$ cat config.mk
export PLATFORM = sky130hd
export DESIGN_NAME = jstk_poll_scheduler
export DESIGN_NICKNAME = d
export VERILOG_FILES = /design/src/rtl/jstk_poll_scheduler.sv
export SDC_FILE = /design/constraint.sdc
export NUM_CORES = 1
export LEC_CHECK = 0
export CAP_MARGIN = 10
export CORE_ASPECT_RATIO = 1.5
export CORE_MARGIN = 2
export CORE_UTILIZATION = 50
export DETAILED_ROUTE_END_ITERATION = 6
export PLACE_DENSITY = 0.79
export SLEW_MARGIN = 20
export SYNTH_ARGS = -nofsm -noshare
export SYNTH_HDL_FRONTEND = slang
export SYNTH_SLANG_ARGS = --single-unit
$ cat constraint.sdc
create_clock -name clk -period 4.7 [get_ports clk]
set_clock_uncertainty 0.1 [all_clocks]
set_input_delay 1.175 -clock clk [delete_from_list [all_inputs] [get_ports clk]]
set_output_delay 1.175 -clock clk [all_outputs]
set_load 0.02 [all_outputs]
$ cat src/rtl/jstk_poll_scheduler.sv
// Alternately polls two joystick modules over one shared SPI mode-0 master,
// decoding X/Y/buttons into per-device holding registers with update pulses.
module jstk_poll_scheduler #(
    parameter int SCLK_DIV = 4,
    parameter int SS_SETUP = 16,
    parameter int BYTE_GAP = 16,
    parameter int POLL_GAP = 1000
) (
    input  logic       clk,
    input  logic       rst,
    input  logic       enable,
    input  logic [1:0] led_1,
    input  logic [1:0] led_2,
    input  logic       miso_1,
    input  logic       miso_2,
    output logic       ss_1,
    output logic       ss_2,
    output logic       sclk,
    output logic       mosi,
    output logic [9:0] x_1,
    output logic [9:0] y_1,
    output logic [2:0] btn_1,
    output logic [9:0] x_2,
    output logic [9:0] y_2,
    output logic [2:0] btn_2,
    output logic       upd_1,
    output logic       upd_2,
    output logic       busy
);

    localparam int MAX_A = (POLL_GAP > SS_SETUP) ? POLL_GAP : SS_SETUP;
    localparam int MAX_B = (MAX_A > BYTE_GAP) ? MAX_A : BYTE_GAP;
    localparam int CNT_W = (MAX_B > 1) ? $clog2(MAX_B) : 1;
    localparam int DIV_W = (SCLK_DIV > 1) ? $clog2(SCLK_DIV) : 1;

    // Reload values: a state with a zero-length parameter still lasts one cycle.
    localparam logic [CNT_W-1:0] SETUP_LD = CNT_W'((SS_SETUP > 0) ? SS_SETUP - 1 : 0);
    localparam logic [CNT_W-1:0] GAP_LD   = CNT_W'((BYTE_GAP > 0) ? BYTE_GAP - 1 : 0);
    localparam logic [CNT_W-1:0] POLL_LD  = CNT_W'((POLL_GAP > 0) ? POLL_GAP - 1 : 0);
    localparam logic [DIV_W-1:0] DIV_LAST = DIV_W'(SCLK_DIV - 1);

    typedef enum logic [2:0] {
        ST_IDLE,
        ST_SETUP,
        ST_SHIFT,
        ST_GAP,
        ST_DONE
    } state_t;

    state_t           state_q, state_d;
    logic [CNT_W-1:0] cnt_q, cnt_d;
    logic [DIV_W-1:0] div_q, div_d;
    logic [2:0]       bit_q, bit_d;
    logic [2:0]       byte_q, byte_d;
    logic             sclk_q, sclk_d;
    logic             ptr_q, ptr_d;
    logic [7:0]       tx_q, tx_d;
    logic [7:0]       rx_q, rx_d;
    logic [9:0]       x_sh_q, x_sh_d;
    logic [9:0]       y_sh_q, y_sh_d;
    logic [9:0]       x_q [0:1];
    logic [9:0]       x_d [0:1];
    logic [9:0]       y_q [0:1];
    logic [9:0]       y_d [0:1];
    logic [2:0]       btn_q [0:1];
    logic [2:0]       btn_d [0:1];

    logic miso_sel;
    logic ss_active;

    assign miso_sel  = ptr_q ? miso_2 : miso_1;
    assign ss_active = (state_q == ST_SETUP) || (state_q == ST_SHIFT) || (state_q == ST_GAP);

    always_comb begin
        state_d = state_q;
        cnt_d   = cnt_q;
        div_d   = div_q;
        bit_d   = bit_q;
        byte_d  = byte_q;
        sclk_d  = sclk_q;
        ptr_d   = ptr_q;
        tx_d    = tx_q;
        rx_d    = rx_q;
        x_sh_d  = x_sh_q;
        y_sh_d  = y_sh_q;
        x_d     = x_q;
        y_d     = y_q;
        btn_d   = btn_q;

        case (state_q)
            ST_IDLE: begin
                if (cnt_q != '0) begin
                    cnt_d = cnt_q - 1'b1;
                end else if (enable) begin
                    state_d = ST_SETUP;
                    cnt_d   = SETUP_LD;
                    byte_d  = 3'd0;
                    tx_d    = {6'b100000, ptr_q ? led_2 : led_1};
                end
            end
            ST_SETUP, ST_GAP: begin
                if (cnt_q != '0) begin
                    cnt_d = cnt_q - 1'b1;
                end else begin
                    state_d = ST_SHIFT;
                    div_d   = '0;
                    bit_d   = 3'd0;
                    sclk_d  = 1'b0;
                end
            end
            ST_SHIFT: begin
                if (div_q != DIV_LAST) begin
                    div_d = div_q + 1'b1;
                end else begin
                    div_d = '0;
                    if (!sclk_q) begin
                        // Rising SCLK: sample the selected device.
                        sclk_d = 1'b1;
                        rx_d   = {rx_q[6:0], miso_sel};
                    end else begin
                        // Falling SCLK: advance MOSI, possibly close the byte.
                        sclk_d = 1'b0;
                        tx_d   = {tx_q[6:0], 1'b0};
                        if (bit_q != 3'd7) begin
                            bit_d = bit_q + 3'd1;
                        end else begin
                            bit_d = 3'd0;
                            case (byte_q)
                                3'd0:    x_sh_d[7:0] = rx_q;
                                3'd1:    x_sh_d[9:8] = rx_q[1:0];
                                3'd2:    y_sh_d[7:0] = rx_q;
                                3'd3:    y_sh_d[9:8] = rx_q[1:0];
                                default: ;
                            endcase
                            if (byte_q == 3'd4) begin
                                // Publish on DONE entry so data is valid with the pulse.
                                state_d       = ST_DONE;
                                x_d[ptr_q]    = x_sh_q;
                                y_d[ptr_q]    = y_sh_q;
                                btn_d[ptr_q]  = rx_q[2:0];
                            end else begin
                                state_d = ST_GAP;
                                cnt_d   = GAP_LD;
                                byte_d  = byte_q + 3'd1;
                            end
                        end
                    end
                end
            end
            ST_DONE: begin
                state_d = ST_IDLE;
                cnt_d   = POLL_LD;
                ptr_d   = ~ptr_q;
                tx_d    = 8'h00;
            end
            default: state_d = ST_IDLE;
        endcase
    end

    always_ff @(posedge clk or negedge rst) begin
        if (!rst) begin
            state_q <= ST_IDLE;
            cnt_q   <= '0;
            div_q   <= '0;
            bit_q   <= 3'd0;
            byte_q  <= 3'd0;
            sclk_q  <= 1'b0;
            ptr_q   <= 1'b0;
            tx_q    <= 8'h00;
            rx_q    <= 8'h00;
            x_sh_q  <= '0;
            y_sh_q  <= '0;
            x_q     <= '{default: '0};
            y_q     <= '{default: '0};
            btn_q   <= '{default: '0};
        end else begin
            state_q <= state_d;
            cnt_q   <= cnt_d;
            div_q   <= div_d;
            bit_q   <= bit_d;
            byte_q  <= byte_d;
            sclk_q  <= sclk_d;
            ptr_q   <= ptr_d;
            tx_q    <= tx_d;
            rx_q    <= rx_d;
            x_sh_q  <= x_sh_d;
            y_sh_q  <= y_sh_d;
            x_q     <= x_d;
            y_q     <= y_d;
            btn_q   <= btn_d;
        end
    end

    assign ss_1  = ~(ss_active & ~ptr_q);
    assign ss_2  = ~(ss_active & ptr_q);
    assign sclk  = sclk_q;
    assign mosi  = tx_q[7];
    assign busy  = (state_q != ST_IDLE);
    assign upd_1 = (state_q == ST_DONE) & ~ptr_q;
    assign upd_2 = (state_q == ST_DONE) & ptr_q;
    assign x_1   = x_q[0];
    assign y_1   = y_q[0];
    assign btn_1 = btn_q[0];
    assign x_2   = x_q[1];
    assign y_2   = y_q[1];
    assign btn_2 = btn_q[1];

endmodule

==> Word level (Yosys, flattened, before mapping) <==
Index checks and enable logic that the tools add are counted.
{ "op_classes": {"n_eq_ne": 19, "n_bitwise": 11, "n_addsub": 4, "n_reduce_logical": 25, "muxes": 49, "order_cmp": 2} }
{ "op_table": {"columns": ["operator", "n"], "rows": [
  ["10-bit two-way mux", 8],
  ["3-bit two-way mux", 18],
  ["20-bit bitwise mux", 2],
  ["10-bit one-hot mux with 4 select lines", 1],
  ["8-bit two-way mux", 4],
  ["5-bit AND reduction", 6],
  ["8-bit one-hot mux with 3 select lines", 1],
  ["2-bit != test, second input constant", 9],
  ["7-bit AND reduction", 2],
  ["3-bit by 2-bit equality test with 1-bit output, second input constant", 4],
  ["3-bit one-hot mux with 2 select lines", 2],
  ["10-bit demux with 1-bit select", 1],
  ["10-bit nonzero test", 1],
  ["10-bit by 1-bit subtractor with 10-bit output, second input constant", 1],
  ["3-bit one-hot mux with 3 select lines", 1],
  ["3-bit by 1-bit adder with 3-bit output, second input constant", 2],
  ["6-bit bitwise mux", 1],
  ["3-bit by 1-bit equality test with 1-bit output, second input constant", 2],
  ["3-bit equality test, second input constant", 2],
  ["3-bit zero test", 2],
  ["2-bit two-way mux", 3],
  ["3-bit != test, second input constant", 2],
  ["1-bit NOT", 6],
  ["3-bit AND reduction", 2],
  ["other kinds (18)", 27]
]} }
{ "totals": {"ff_bits": 105, "word_cells": 129, "input_bits": 9, "output_inout_bits": 53} }

==> Logic depth before layout (Yosys ltp) <==
Gate-level depths: netlist of run 1.
{ "depth": {"depth_word": 6, "mapped_depth": 8, "mapped_depth_nobuf": 7} }

==> Least setup slack after synthesis of run 1 <==
Ideal clock, no wire load.
{ "synth_path": {"path_kind": "reg2out", "start": "register state_q[0]", "end": "output upd_1", "setup_slack_ns": 2.166, "n_path_buf": 1, "required_time_ns": 3.425, "stages_incl_launch_ff": 5, "arrival_time_ns": 1.259, "cell_sequence": "dfrtp_1 -> buf_6 -> nor2_1 -> nand2_1 -> nor2_1"} }
{ "synth_via": {"elab_chain_cells": 2} }
{ "synth_lines": {"columns": ["element", "line_no", "text"], "rows": [
  ["start: declaration", "50", "state_t state_q, state_d;"],
  ["start signal: assignment", "177", "state_q <= state_d;"],
  ["3-bit equality test", "199", "assign upd_1 = (state_q == ST_DONE) & ~ptr_q;"],
  ["1-bit AND", "199", null],
  ["end: declaration", "26", "output logic upd_1,"]
]} }
Every way passes these cells.

==> Final worst setup path of run 1 <==
Same ends and word-level chain as after synthesis.

==> out/qor.csv, run 1 <==
stage;metric;value;unit
status;outcome;complete, no violations;
floorplanning;I/O Pins;62;
routing;1st-iter DRT viols;139;
pwr;standby leakage power;2.69;nW
synth;mean area per synthesized cell;13.1;sq um
timing;minimum clock period after layout;3610;ps
timing;count of endpoints failing hold in the final timing report;0;
global_routing;number of global-route vias before repair;3138;
routing;number of design rule violations left after detail routing;0;
worst_setup_path;most frequent cell on the critical path;sky130_fd_sc_hd__nor2_1;
synth;Synth async-reset ratio;100;%
clocking;Clk Latency, worst-skew pair;340;ps
cells_and_area;net count reported at finish;439;
pwr;total net switching power;0.000346;W
synth;Mapped Nets;378;
worst_setup_path;Critical-path top delay cell;sky130_fd_sc_hd__clkdlybuf4s50_1;
clocking;total clock buffers created by CTS;9;
synth;post-synthesis share of cell area spent on xor and xnor gates;0.185;%
synth;Synth Warn #;0;
synth;synth unique cells;54;
cells_and_area;fraction of layout instances using a drive strength above 1;24.9;%
clocking;root cell of the clock tree;sky130_fd_sc_hd__clkbuf_16;
place;DP Worst Slack;1420;ps
clocking;hold-fix buffers at CTS;0;
floorplanning;number of rows in the core area;43;
floorplanning;Initial Util;51.1;%
synth;complex-gate fraction of the synthesized area;10.1;%
pwr;worst supply voltage drop on vdd;0.232;mV
synth;Synth Flop Type;sky130_fd_sc_hd__dfrtp_1;
worst_setup_path;stage delay of the slowest cell on the critical path;630;ps
routing;total vias in the final route;3039;
timing;worst setup slack after layout;1090;ps
synth;post-synthesis adder-cell area fraction;2.38;%
worst_setup_path;type of destination of the critical path;output pin;
timing;transition time of the tightest slew-check pin;792;ps
cells_and_area;number of inserted filler cells in the final layout;742;
pwr;part of the power in the clock network;42.8;%
global_routing;Total Routing Usage GR;19.5;%
worst_setup_path;family of cells with the greatest summed delay on the critical path;simple AND/OR/NAND/NOR gates;
synth;synthesized instance count;360;
clocking;CTS Buffer Depth;2;
floorplanning;chip height;123;um
cells_and_area;final antenna diode count;0;
synth;Netlist Area Pre-Place;0.00473;sq mm
place;dpl hpwl;6650;um
timing;max-slew violation count;0;
pwr;switching part of the total;21.1;%
synth;Post-synth EDFFs;0;
hold_path;Hold Crit Class;flip-flop to flip-flop;
timing;final cycle utilization of the critical path;76.9;%
global_routing;maximum number of pins on one net before global-route repair;82;
worst_setup_path;Crit path required time;3420;ps
global_routing;number of antenna violations at the first check in global routing;0;
timing;Final Setup Violations;0;
routing;routed via count divided by cell count;5.65;
pwr;combinational fraction of design power;1.7;%
global_routing;GRT Residual Overflow;0;
global_routing;first-pass GRT wire length;15700;um
pwr;internal power;0.00129;W
clocking;post-cts resize count;0;
place;gp weighted congestion;0.904;
routing;Post-Route WL;9240;um
worst_setup_path;type of origin of the critical path;flip-flop;
job;reported max-cap violation count;0;
synth;mux cell area share after synthesis;20.2;%
timing;setup TNS;0;ps
routing;antenna violation net count after detailed routing;0;
clocking;clock tree from TritonCTS;built;
worst_setup_path;cells traversed along the worst timing path;nor2_1 > nand2_1 > nor2_1 > clkdlybuf4s50_1;
clocking;clk sink count;105;
worst_setup_path;crit path DAT;2340;ps
clocking;Clock transition at path regs;70;ps
floorplanning;Die ar.;0.0103;sq mm
floorplanning;width of the die;83.4;um
synth;largest family of logic cells by synthesized area;multiplexers;
worst_setup_path;buffer and inverter count on the worst path;1;
synth;flop and latch count out of synthesis;105;
routing;DR WL/cell;17.2;um
pwr;power density over the cells;288;mW/mm^2
synth;post-synthesis simple-gate area fraction;8.38;%
pwr;overall power consumption;0.00164;W
place;number of port buffers;61;
timing;highest achievable clock rate;0.277;GHz
cells_and_area;P&R area growth vs syn;20.3;%
clocking;number of setup buffers added after CTS;0;
synth;Seq/Total Area, Yosys;55.5;%
timing;setup repair after global routing missed its margin;no;
worst_setup_path;worst-path maximum fanout;20;
worst_setup_path;type of the worst setup path;flip-flop to output pin;
clocking;depth of the CTS H-tree;3;
pwr;part of the total power dissipated in sequential elements;55.5;%
routing;detailed-routing iteration count for the pre-antenna-repair pass;4;
timing;Slew HR;47.0;%
floorplanning;Core Region;0.00925;sq mm
## power groups by stage
stage | Sequential (W) | Combinational (W) | Clock, W
global placement | 0.000926 | 0.0000276 | 0
finish | 0.000908 | 0.0000272 | 0.000701
CTS | 0.000908 | 0.0000283 | 0.000717
global route | 0.000908 | 0.0000323 | 0.000750
detailed placement | 0.000926 | 0.0000282 | 0
floorplan | 0.000924 | 0.00000270 | 0
## layout make-up
class                   count  area, sq um  share of cell area [%]
clock buffers              11          243                    4.26
well taps                 112          140                    2.46
inverters                  12         45.0                   0.791
repair buffers             63          647                    11.4
multi-input cells         230         1950                    34.2
flip-flops and latches    105         2630                    46.2
clock inverters             5         40.0                   0.703
## state kept, by name, summed over array words and instances, names as in the netlist, 2 cells and up
signal,flops
btn_1,3
x_sh_q,10
y_sh_q,10
tx_q,8
bit_q,3
state_q,3
byte_q,3
btn_2,3
cnt_q,10
y_2,10
x_2,10
y_1,10
div_q,2
x_1,10
rx_q,8
## metrics by stage
stage	cell area, sq um	utilization, %	std cells	hold slack (ps)
6_report	5690	61.5	538	398
5_1_grt	5690	61.5	538	418
4_1_cts	5690	61.5	538	397
3_5_place_dp	5410	58.4	522	380
3_3_place_gp	5380	58.1	521	371
2_1_floorplan	4730	-	360	349
## tightest hold or removal path: stages, from the launching register on
cell and delay (ps):
sky130_fd_sc_hd__dfrtp_1 340, sky130_fd_sc_hd__nand2_1 40, sky130_fd_sc_hd__o21ai_0 70
## cells by family (layout without fill, tap and decap cells)
logic type      count (synthesis)  count (layout)
buf+inv                        25              91
xor+xnor                        1               1
mux                            78              78
compound gates                 68              68
flops                         105             105
fa+ha+maj                       9               9
simple gates                   74              74
## per-layer routing
layer  vias to the layer above  GRT usage (%)  part of all wire (%)
met5                         -              0                     0
met4                         0           8.87                   2.6
met3                        17           3.34                   3.6
met2                        81           35.7                    53
met1                      1518           22.3                    41
li1                       1423              -                     -
## worst paths after layout
check                      depth (start not counted)       start  slack (ps)      end
max                                                4  state_q[0]        1090    upd_1
min                                                2     tx_q[1]         400  tx_q[1]
max reg2reg                                        5  state_q[2]        2080   x_2[8]
min reg2reg                                        2     tx_q[1]         400  tx_q[1]
max in group asynchronous                          2         rst        2910   y_2[0]
min in group asynchronous                          1         rst         760   x_1[3]
## cells in the final DEF, fill, tap and decap left out, types with 3 or more instances in the layout
cell	n
sky130_fd_sc_hd__mux2_4	21
sky130_fd_sc_hd__inv_1	11
sky130_fd_sc_hd__a21o_1	4
sky130_fd_sc_hd__dfrtp_1	105
sky130_fd_sc_hd__a21oi_1	11
sky130_fd_sc_hd__clkbuf_16	9
sky130_fd_sc_hd__mux2_2	54
sky130_fd_sc_hd__o21ai_0	20
sky130_fd_sc_hd__and3_1	3
sky130_fd_sc_hd__nor2b_1	4
sky130_fd_sc_hd__nor3_1	6
sky130_fd_sc_hd__nor2_1	19
sky130_fd_sc_hd__ha_1	9
sky130_fd_sc_hd__nand2_1	21
sky130_fd_sc_hd__a31oi_1	3
sky130_fd_sc_hd__nand3_1	3
sky130_fd_sc_hd__mux2i_1	3
sky130_fd_sc_hd__a22o_1	10
sky130_fd_sc_hd__o22ai_1	3
sky130_fd_sc_hd__clkdlybuf4s50_1	60
## synthesized netlist by cell type, drive strengths merged (2+ instances only)
master    n  area share (%)
ha        9             2.4
a31oi     3            0.40
nor2b     4            0.53
nand2b    2            0.26
o31ai     2            0.32
mux2i     3            0.63
o211ai    2            0.32
a21oi    11             1.2
o22ai     4            0.66
nor3      8             1.2
a21o      5            0.82
nor2     20             1.7
a22o     10             1.9
buf      11             2.1
mux2     75              20
clkbuf    2            0.16
o22a      2            0.40
a22oi     2            0.32
and3      4            0.63
dfrtp   105              56
nand3     3            0.32
inv      11            0.87
o21ai    20             2.1
nor4      2            0.26
o32a      2            0.45
nand2    22             1.8
(Power assumes the default switching activity.)
==> inputs of run 2 (changes only) <==
==> constraint.sdc (replaced) <==
create_clock -name clk -period 3.7 [get_ports clk]
set_clock_uncertainty 0.1 [all_clocks]
set_input_delay 0.925 -clock clk [delete_from_list [all_inputs] [get_ports clk]]
set_output_delay 0.925 -clock clk [all_outputs]
set_load 0.02 [all_outputs]
==> run 2 against run 1 <==
  * Critical path depth did not move
  * Sequential cell count did not move
  * Setup slack got worse by 670 ps
  * Non-clock buffer count rose by 3
  * Cell count rose by 0.37%
  * Design area rose by 0.46%
  * Clock power rose by 41%
  * Die area did not move
  * Power rose by 33%
  * Critical path type unchanged
  * Combinational power rose by 30%
  * Sequential power rose by 27%
  * Sequential share of layout area fell by 0.21 points
==> out/qor.csv, run 2 (synthesized netlist as in run 1, its figures left out) <==
stage;metric;value;unit;change
clocking;clk sink count;105;;unchanged
global_routing;number of global-route vias before repair;3229;;+2.9%
floorplanning;Initial Util;51.1;%;unchanged
worst_setup_path;type of origin of the critical path;flip-flop;;
worst_setup_path;stage delay of the slowest cell on the critical path;610;ps;-20 ps
clocking;Clk Latency, worst-skew pair;340;ps;about the same
routing;detailed-routing iteration count for the pre-antenna-repair pass;4;;unchanged
cells_and_area;fraction of the core area covered by cells at the end of the flow;61.8;%;+0.28 points
routing;DR WL/cell;17.5;um;+1.6%
worst_setup_path;cells traversed along the worst timing path;nor2_1 > nand2_1 > nor2_1 > clkdlybuf4s50_1;;
clocking;root cell of the clock tree;sky130_fd_sc_hd__clkbuf_16;;
routing;Post-Route WL;9430;um;+2.0%
timing;Worst Hold Margin;390;ps;-8.12 ps
worst_setup_path;Critical-path top delay cell;sky130_fd_sc_hd__clkdlybuf4s50_1;;
timing;minimum clock period after layout;3280;ps;
global_routing;GRT Residual Overflow;0;;unchanged
clocking;CTS Buffer Depth;2;;unchanged
place;number of port buffers;61;;unchanged
routing;antenna violation net count after detailed routing;0;;unchanged
cells_and_area;P&R area growth vs syn;20.9;%;
clocking;post-cts resize count;0;;unchanged
worst_setup_path;most frequent cell on the critical path;sky130_fd_sc_hd__nor2_1;;
clocking;clock tree from TritonCTS;built;;
pwr;standby leakage power;2.71;nW;+0.87%
timing;Slew HR;43.1;%;-4.0 points
pwr;total net switching power;0.000428;W;+24%
routing;1st-iter DRT viols;164;;+18%
place;dpl hpwl;6680;um;+0.41%
timing;count of endpoints failing hold in the final timing report;0;;unchanged
place;gp weighted congestion;0.875;;-3.2%
floorplanning;Die ar.;0.0103;sq mm;unchanged
routing;routed via count divided by cell count;5.67;;+0.32%
floorplanning;width of the die;83.4;um;unchanged
place;area post-placement;0.00541;sq mm;about the same
timing;transition time of the tightest slew-check pin;854;ps;+62.5 ps
job;reported max-cap violation count;0;;unchanged
timing;final cycle utilization of the critical path;88.7;%;
timing;highest achievable clock rate;0.305;GHz;
clocking;number of setup buffers added after CTS;0;;unchanged
cells_and_area;number of inserted filler cells in the final layout;712;;-4.0%
global_routing;first-pass GRT wire length;16300;um;+4.4%
worst_setup_path;type of destination of the critical path;output pin;;
clocking;depth of the CTS H-tree;3;;unchanged
global_routing;maximum number of pins on one net before global-route repair;71;;-13%
global_routing;number of antenna violations at the first check in global routing;0;;unchanged
place;DP Worst Slack;778;ps;-642 ps
timing;worst setup slack after layout;416;ps;-671 ps
cells_and_area;net count reported at finish;442;;+0.68%
cells_and_area;fraction of layout instances using a drive strength above 1;25.2;%;+0.35 points
pwr;worst supply voltage drop on vdd;0.324;mV;+39%
worst_setup_path;crit path DAT;2260;ps;-80 ps
timing;setup repair after global routing missed its margin;no;;
floorplanning;number of rows in the core area;43;;unchanged
pwr;internal power;0.00175;W;+36%
clocking;total clock buffers created by CTS;9;;unchanged
hold_path;Hold Crit Class;flip-flop to flip-flop;;
timing;setup TNS;0;ps;unchanged
cells_and_area;most common cell after layout, fill and taps aside;sky130_fd_sc_hd__dfrtp_1;;
floorplanning;I/O Pins;62;;unchanged
routing;total vias in the final route;3060;;+0.69%
timing;max-slew violation count;0;;unchanged
pwr;part of the total power dissipated in sequential elements;53.0;%;-2.5 points
worst_setup_path;Crit path required time;2670;ps;-750 ps
timing;Final Setup Violations;0;;unchanged
worst_setup_path;type of the worst setup path;flip-flop to output pin;;
clocking;Clock transition at path regs;60;ps;about the same
worst_setup_path;worst-path maximum fanout;17;;-15%
pwr;power density over the cells;381;mW/mm^2;+32%
cells_and_area;final antenna diode count;0;;unchanged
pwr;part of the power in the clock network;45.4;%;+2.6 points
status;outcome;complete, no violations;;
pwr;switching part of the total;19.6;%;-1.5 points
floorplanning;Core Region;0.00925;sq mm;unchanged
pwr;combinational fraction of design power;1.6;%;about the same
routing;number of design rule violations left after detail routing;0;;unchanged
cells_and_area;highest-count cells in the layout ignoring fill and taps;sky130_fd_sc_hd__dfrtp_1 (105), sky130_fd_sc_hd__clkdlybuf4s50_1 (60), sky130_fd_sc_hd__mux2_2 (54), sky130_fd_sc_hd__nand2_1 (21), sky130_fd_sc_hd__mux2_4 (21);;
floorplanning;chip height;123;um;unchanged
cells_and_area;Non-Filler Cell Area, Final;0.00572;sq mm;+0.46%
global_routing;Total Routing Usage GR;19.9;%;+0.40 points
clocking;hold-fix buffers at CTS;0;;unchanged
==> run 2: cell types whose count changed in the layout (fill, tap and decap cells not counted), sizes merged <==
cell	before	now
buf	3	6
bufinv	0	2
clkbuf	11	10
clkinvlp	2	1
inv	12	11
==> run 2: final timing paths <==
kind	slack, ps	end	startpoint	depth (start not counted)
worst max-delay path	420	upd_1	state_q[1]	4
worst min-delay path	390	tx_q[1]	tx_q[1]	2
worst max register to register	1220	x_2[4]	state_q[1]	5
worst min register to register	390	tx_q[1]	tx_q[1]	2
max in group asynchronous	2090	bit_q[2]	rst	2
min in group asynchronous	590	x_1[5]	rst	1
==> run 2: final cells by class <==
class	instances	area, sq um	area share [%]
tap	112	140	2.45
multi-input combinational	230	1950	34.1
clock buffer	10	229	4.00
clock inverter	5	81.3	1.42
inverter	12	45.0	0.788
sequential	105	2630	46.0
timing repair buffer	66	646	11.3
==> run 2: per-layer routing <==
layer / GRT usage [%] / share of wire (%)
met5: 0 / 0
met3: 3.60 / 3.7
met1: 24.0 / 41
met4: 7.06 / 1.6
met2: 35.8 / 53
==> run 2: critical path: cells and delay by family (launching register included) <==
kind	cells	cell delay, ps
and+or+nand+nor	3	750
buffers and inverters	1	610
DFF	1	550
==> run 2: stage by stage <==
| stage | cells | power [W] |
|---|---|---|
| floorplan | 360 | 0.00118 |
| global placement | 525 | 0.00121 |
| detailed placement | 525 | 0.00121 |
| CTS | 540 | 0.00220 |
| global route | 540 | 0.00225 |
| finish | 540 | 0.00218 |
==> run 2: power by group through the flow <==
stage	clock, W	combinational [W]	sequential [W]
floorplan	0	0.00000343	0.00117
global placement	0	0.0000363	0.00118
detailed placement	0	0.0000370	0.00118
CTS	0.00101	0.0000370	0.00115
global route	0.00106	0.0000421	0.00115
finish	0.000988	0.0000354	0.00115
==> inputs of run 3 (changes only) <==
--- a/config.mk
+++ b/config.mk
@@ -11,6 +11,7 @@
 export CORE_UTILIZATION = 50
 export DETAILED_ROUTE_END_ITERATION = 6
 export PLACE_DENSITY = 0.79
+export SKIP_CTS_REPAIR_TIMING = 1
 export SLEW_MARGIN = 20
 export SYNTH_ARGS = -nofsm -noshare
 export SYNTH_HDL_FRONTEND = slang
==> results of run 3 <==
The final DEF is identical to that of run 2; final timing and power are the same.
